$ cat src/rtl/serial_byte_deframer.sv
// Serial byte deframer: start bit, DATA_W data bits LSB first,
// optional even parity, stop bit; one-deep holding register.
// Ports:
//   clk, reset              clock, synchronous active-high reset
//   d                       serial line (idles high), one bit per clk
//   out_data/out_valid      received byte and its valid flag
//   out_ready               consumer accepts when out_valid & out_ready
//   frame_err/parity_err    one-cycle pulses on a bad stop/parity bit
//   overrun                 one-cycle pulse when a good byte is dropped
module serial_byte_deframer #(
   parameter int unsigned DATA_W    = 8,
   parameter int unsigned PARITY_EN = 1
) (
   input  logic              clk,
   input  logic              reset,
   input  logic              d,
   output logic [DATA_W-1:0] out_data,
   output logic              out_valid,
   input  logic              out_ready,
   output logic              frame_err,
   output logic              parity_err,
   output logic              overrun
);

   typedef enum logic [1:0] {
      IDLE,
      DATA,
      PARITY,
      STOP
   } state_t;

   localparam logic [4:0] LAST = 5'(DATA_W - 1);

   state_t            state_q;
   logic [4:0]        cnt_q;
   logic [DATA_W-1:0] sh_q;
   logic [DATA_W-1:0] data_q;
   logic              valid_q;
   logic              ferr_q;
   logic              perr_q;
   logic              ovr_q;
   logic              pmis_q;

   logic              hshk_d;
   logic              good_d;
   logic              load_d;

   assign hshk_d = valid_q & out_ready;
   assign good_d = (state_q == STOP) & d & ~pmis_q;
   // A full register only takes the new byte if it empties on this edge.
   assign load_d = good_d & (~valid_q | out_ready);

   always_ff @(posedge clk) begin
      if (reset) begin
         state_q <= IDLE;
         cnt_q   <= '0;
         sh_q    <= '0;
         data_q  <= '0;
         valid_q <= 1'b0;
         ferr_q  <= 1'b0;
         perr_q  <= 1'b0;
         ovr_q   <= 1'b0;
         pmis_q  <= 1'b0;
      end else begin
         ferr_q <= 1'b0;
         perr_q <= 1'b0;
         ovr_q  <= 1'b0;

         if (load_d) begin
            data_q  <= sh_q;
            valid_q <= 1'b1;
         end else if (hshk_d) begin
            valid_q <= 1'b0;
         end

         if (good_d && !load_d) begin
            ovr_q <= 1'b1;
         end

         unique case (state_q)
            IDLE: begin
               if (!d) begin
                  state_q <= DATA;
                  cnt_q   <= '0;
                  sh_q    <= '0;
                  pmis_q  <= 1'b0;
               end
            end
            DATA: begin
               // LSB arrives first, so shift toward bit 0.
               sh_q  <= {d, sh_q[DATA_W-1:1]};
               cnt_q <= cnt_q + 5'd1;
               if (cnt_q == LAST) begin
                  state_q <= (PARITY_EN != 0) ? PARITY : STOP;
               end
            end
            PARITY: begin
               pmis_q  <= d ^ (^sh_q);
               state_q <= STOP;
            end
            STOP: begin
               // The stop sample never doubles as a start bit.
               ferr_q  <= ~d;
               perr_q  <= pmis_q;
               state_q <= IDLE;
            end
            default: begin
               state_q <= IDLE;
            end
         endcase
      end
   end

   assign out_data   = data_q;
   assign out_valid  = valid_q;
   assign frame_err  = ferr_q;
   assign parity_err = perr_q;
   assign overrun    = ovr_q;

endmodule

$ cat config.mk
export PLATFORM = sky130hd
export DESIGN_NAME = serial_byte_deframer
export DESIGN_NICKNAME = d
export VERILOG_FILES = /design/src/rtl/serial_byte_deframer.sv
export SDC_FILE = /design/constraint.sdc
export NUM_CORES = 1
export LEC_CHECK = 0
export CORE_AREA = 2 2 54 56
export DETAILED_ROUTE_END_ITERATION = 12
export DIE_AREA = 0 0 56 58
export PLACE_DENSITY = 0.7
export SLEW_MARGIN = 20
export SYNTH_ARGS = -nofsm -noshare
export SYNTH_HDL_FRONTEND = slang
export SYNTH_SLANG_ARGS = --single-unit
$ cat constraint.sdc
create_clock -name clk -period 1.45 [get_ports clk]
set_input_delay 0.29 -clock clk [delete_from_list [all_inputs] [get_ports clk]]
set_output_delay 0.29 -clock clk [all_outputs]
set_load 0.05 [all_outputs]
After elaboration in Yosys (flattened, before gate mapping)
Index checks and enable logic that the tools add are counted.
Word-level totals
  output and inout bits: 12
  input bits: 4
  word-level logic and storage cells: 49
  register bits after elaboration: 28
Cells by class
  multiplexer cells: 12
  bitwise gates (word level): 10
  reduce and logical (&&, ||, !) cells: 11
  equality and inequality tests: 6
  add/sub/neg operators: 1
Operators by type and width (number)
  $pmux 8 s2: 1
  $pmux 5 s2: 1
  $mux 8: 1
  $pmux 2 s4: 1
  $reduce_xor 8->1: 1
  $reduce_and 2->1: 3
  $reduce_bool 2->1: 3
  $add 5x1->5 const B: 1
  $eq 5x3->1 const B: 1
  $mux 5: 1
  $and 1x1->1: 4
  $eq 2x2->1 const B: 2
  $mux 1: 4
  $mux 2: 2
  $ne 2x2->1 const B: 2
  $not 1->1: 4
  $eq 2x1->1 const B: 1
  $logic_not 2->1: 1
  $pmux 1 s2: 1
  $reduce_or 2->1: 1
  $logic_and 1x1->1: 1
  $logic_not 1->1: 1
  $or 1x1->1: 1
  $xor 1x1->1: 1

Depth between registers and ports, before layout
  depth after elaboration: 7
  mapped depth: 7
  mapped depth without buffers: 6

Worst setup path after synthesis
No wires, ideal clock.
  path type: reg-to-reg
  start: register state_q[0]
  end: register cnt_q[3]
  data arrival time: 1375 ps
  buffers on the path: 1
  period minus slack after synthesis: 1496 ps
  setup slack: -46 ps
  library setup time: 121 ps
  cell stages (with the launch flop): 8
  required time: 1329 ps
  cell sequence: dfxtp_1 -> inv_1 -> ha_1 -> buf_2 -> nand2_1 -> or3b_1 -> xor2_1 -> nor2_1
Between the ends
  cells in the longest elaborated chain, start to end: 3
  elaborated cells between the ends (all ways): 6
  classes of those cells: eq/ne: 2; mux: 1; reduce/logical: 3
Ends and longest elaborated chain
  from (decl): RTL line 34  | state_t state_q;
  from (signal assigned): RTL line 94  | state_q <= (PARITY_EN != 0) ? PARITY : STOP;
  $eq 2x1->1 / $logic_not 2->1 (equally long branches): RTL line 80  | unique case (state_q)
  $reduce_bool 2->1 (no source line) / $ne 2x2->1 (equally long branches)
  $reduce_and 2->1 (no source line)
  to (signal assigned): RTL line 92  | cnt_q <= cnt_q + 5'd1;
  to (decl): RTL line 35  | logic [4:0] cnt_q;
Several ways; a longest one is shown, not always the timed one.
A chain may end at the register's enable or synchronous reset.

Final worst setup path
Ends and elaborated chain as after synthesis.

==> metrics.md <==
| Metric | Value |
|---|---|
| Final hold violation count | 0 |
| Pins Over Slew Limit | 0 |
| Flip-flop and latch count after synthesis | 28 |
| Post-Syn Area | 1200 sq um |
| Internal cell power | 1530 uW |
| Xor/xnor cell area share of the yosys netlist | under 10% |
| Start-to-end type of the worst setup path | flop to flop |
| Die Area | 3248 sq um |
| Setup repair after global routing missed its margin | yes |
| Async set-reset flop share out of synthesis | 0% |
| Final instance count without filler cells | 184 |
| Net switching component of the power | 768.0 uW |
| Post-route DRC violation count | 0 |
| CTS tree | yes |
| Setup skew after layout | 0.01159 ns |
| Clk pwr share | 22.3% |
| Die Height | around 58 microns |
| Starting DRT DRC Count | 25 |
| Post-Route Utilization | 64.52% |
| Placed cell areas | 1559 sq um |
| Hold buffer count at CTS | 0 |
| # rows | 19 |
| Type of destination of the critical path | flop |
| Max VDD drop | between 0.001 and 0.0015 V |
| Most repeated cell in the gate-level netlist after synthesis | sky130_fd_sc_hd__dfxtp_1 |
| Max Fanout on Critical Path | 6 |
| Number of nets in the layout | roughly 160 |
| Starting Density | between 40% and 50% |
| Power Total | 2298 uW |
| Startpoint of the most critical register-to-register path | state_q[0]$_SDFFE_PP0P_ |
| Largest area contributor in the netlist | sky130_fd_sc_hd__dfxtp_1 |
| Area growth, synth to finish | 43.17% |
| Critical Path Source | state_q[0]$_SDFFE_PP0P_ |
| Number of antenna-violating nets in the routed design | 0 |
| Design Area, Final | 1718 sq um |
| Failing checks | setup timing |
| Post-Syn Nets | between 100 and 150 |
| Power density relative to cell area | approximately 1300 nW/um^2 |
| Leading register cell type out of synthesis | sky130_fd_sc_hd__dfxtp_1 |
| Drt pass-1 iters | 4 |
| Share of synthesized cell area in and, or, nand and nor gates | between 10% and 20% |
| Pin count of the biggest net entering global routing | 21 |
| Wire per inst | 13.50 microns |
| Post-synthesis average cell area | 9.677 sq um |
| Warnings from Yosys | 0 |
| Count of cell types in the netlist | 26 |
| Placeable Area | 2663 sq um |
| Required time reported for the critical path endpoint | 1.69 ns |
| Total number of H-tree levels | 1 |
| Total via count in the routed design | a little under 1,000 |
| Number of enable flip-flop cells after synthesis | 0 |
| Fraction of post-synthesis cell area in the top cell type by area | 46.72% |
| Worst-margin pin slew | 0.3904 ns |
| Number of antenna cells inserted | 0 |
| Sequential area share after synthesis | a little under half |
| Number of antenna violations at the first check in global routing | 0 |
| Wire length of the first global-routing pass | 4312 microns |
| Number of top-level pins | 16 |
| Routability congestion estimate | 0.8349 |
| Reg2reg path depth | 6 |
| Worst Setup Start Kind | flop |
| Hold depth | 1 |
| Max-cap violation count | 0 |
| Compound-cell area share of the yosys netlist | about a tenth |
| Relative max-transition margin | roughly three quarters |
| Final period utilization | 101.0% |
| Largest family of logic cells by synthesized area | simple AND/OR/NAND/NOR gates |
| Syn Inst Count | 124 |
| Combinational Power Share | 38.9% |
| Hold path start | pmis_q$_SDFFE_PP0P_ |
| Final sum of negative setup slack | -0.01411 ns |
| Biggest area contributors in the synthesized netlist | sky130_fd_sc_hd__dfxtp_1, sky130_fd_sc_hd__mux2i_1, sky130_fd_sc_hd__nor2_1 |
| Run status | finished, violations left |
| Sequential power share | between 30% and 40% |
| Final setup violation count | 1 |
| Highest clock rate | 683.0 MHz |
| Switching share of power | 33.43% |
| Maximum clock path buffer count | 2 |
| Crit path arrival time | 1.71 ns |
| Die outline width | 56 microns |
| Root buffer cell | sky130_fd_sc_hd__clkbuf_4 |
| Overall track demand over capacity in global routing | between 15 and 20% |
| Number of buffers created by CTS | 3 |
| Total half-perimeter wirelength after legalization and detailed placement | 1710 microns |
| Fraction of final layout cells with drive strength greater than 1 | about a third |
| Clock Sink Count | 28 |
| Multiplexer share of the synthesized area | roughly 8.3% |
| Minimum clock period after layout | 1.464 ns |
| Filler Cells Inserted | just over 200 |
| Min-Delay Path Class | flop to flop |
| Fraction of the mapped netlist area in adder cells | 5.214% |
| Vias per Instance | 5.255 |
| Total overflow reported by the global router | 0 |
| Worst-path clk slew | 0.15 ns |
| Number of global-route vias before repair | slightly below 1,000 |
| Drt total wl | between 2000 and 2500 microns |
| Clock insertion delay at the later pin of the skew report | 0.34 ns |
| Number of buffer cells added on primary ports | 15 |
| Number of placed instances with taps included | roughly 170 |
| Setup slack of the critical path after layout | -0.01411 ns |
| Leakage power figure | ~0.00066 uW |
| Most common library cells after synthesis | sky130_fd_sc_hd__dfxtp_1, sky130_fd_sc_hd__nor2_1, sky130_fd_sc_hd__mux2i_1 |
-- metrics by stage --
stage,setup slack [ns],hold WS [ns]
3_5_place_dp,-0.3867,0.4288
5_1_grt,-0.08597,0.4729
2_1_floorplan,0.01312,0.4046
4_1_cts,0.003671,0.4489
6_report,-0.01411,0.4620
3_3_place_gp,-0.3660,0.4205
-- flip-flops by register name, indices dropped and copies added, names as in the netlist --
register / cells
out_valid: 1
state_q: 2
cnt_q: 5
frame_err: 1
out_data: 8
overrun: 1
parity_err: 1
pmis_q: 1
sh_q: 8
-- cells by family after synthesis --
family	count (synthesis)
AO/OA/AOI/OAI	19
buffers and inverters	11
multiplexers	10
adder cells (fa/ha/maj)	5
flip-flops	28
AND/OR/NAND/NOR	41
XOR/XNOR	10
-- power by group through the flow --
stage,registers [uW],clock network [uW],logic [uW]
after CTS,889,521,840
after global routing,898,554,987
after global placement,878,0,671
after detailed placement,883,0,710
final,891,513,893
after floorplan,892,0,454
-- final timing paths --
check                               end  slack (ns)
hold / removal       overrun$_SDFF_PP0_        0.46
setup / recovery  cnt_q[3]$_SDFFE_PP0P_       -0.01
hold reg to reg      overrun$_SDFF_PP0_        0.46
setup reg to reg  cnt_q[3]$_SDFFE_PP0P_       -0.01
-- area by class of cell --
type                            instances  area, sq um  area share, %
Sequential cell                        28        570.5          33.21
Inverter                                6        22.52          1.311
Tap cell                               31        38.79          2.258
Clock inverter                          1        30.03          1.748
Clock buffer                            3        22.52          1.311
Timing Repair Buffer                   30        389.1          22.65
Multi-Input combinational cell         85        644.4          37.51
-- worst max-delay path, cell delays in order, from the launching register on --
cell                      delay, ns
sky130_fd_sc_hd__dfxtp_4       0.41
sky130_fd_sc_hd__inv_2         0.06
sky130_fd_sc_hd__ha_4          0.18
sky130_fd_sc_hd__nand2_2       0.10
sky130_fd_sc_hd__or3b_1        0.37
sky130_fd_sc_hd__xor2_1        0.19
sky130_fd_sc_hd__nor2_1        0.06
-- placed cells by master, fill, tap and decap left out, drive strengths merged, types with 4 or more instances in the layout --
cell type / count
dfxtp: 28
buf: 27
nor2: 25
mux2i: 10
a22oi: 8
inv: 6
xor2: 5
o21ai: 5
ha: 5
xnor2: 4
a21oi: 4
-- layer usage --
metal | global-route usage [%] | vias up | routed length (microns)
met5 | 0 | - | 0
met4 | 8.503 | 0 | 65
met3 | 2.455 | 7 | 80
met2 | 29.08 | 14 | 1251
met1 | 20.42 | 467 | 1087
li1 | - | 479 | -
-- what timing repair did --
| item | 4_1_cts | 5_1_grt |
|---|---|---|
| gates resized for setup | 12 | 7 |
| buffers inserted | 3 | 3 |
| setup endpoints to repair | 17 | 11 |
| pin swaps | 1 | 3 |
(Power assumes the default switching activity.)
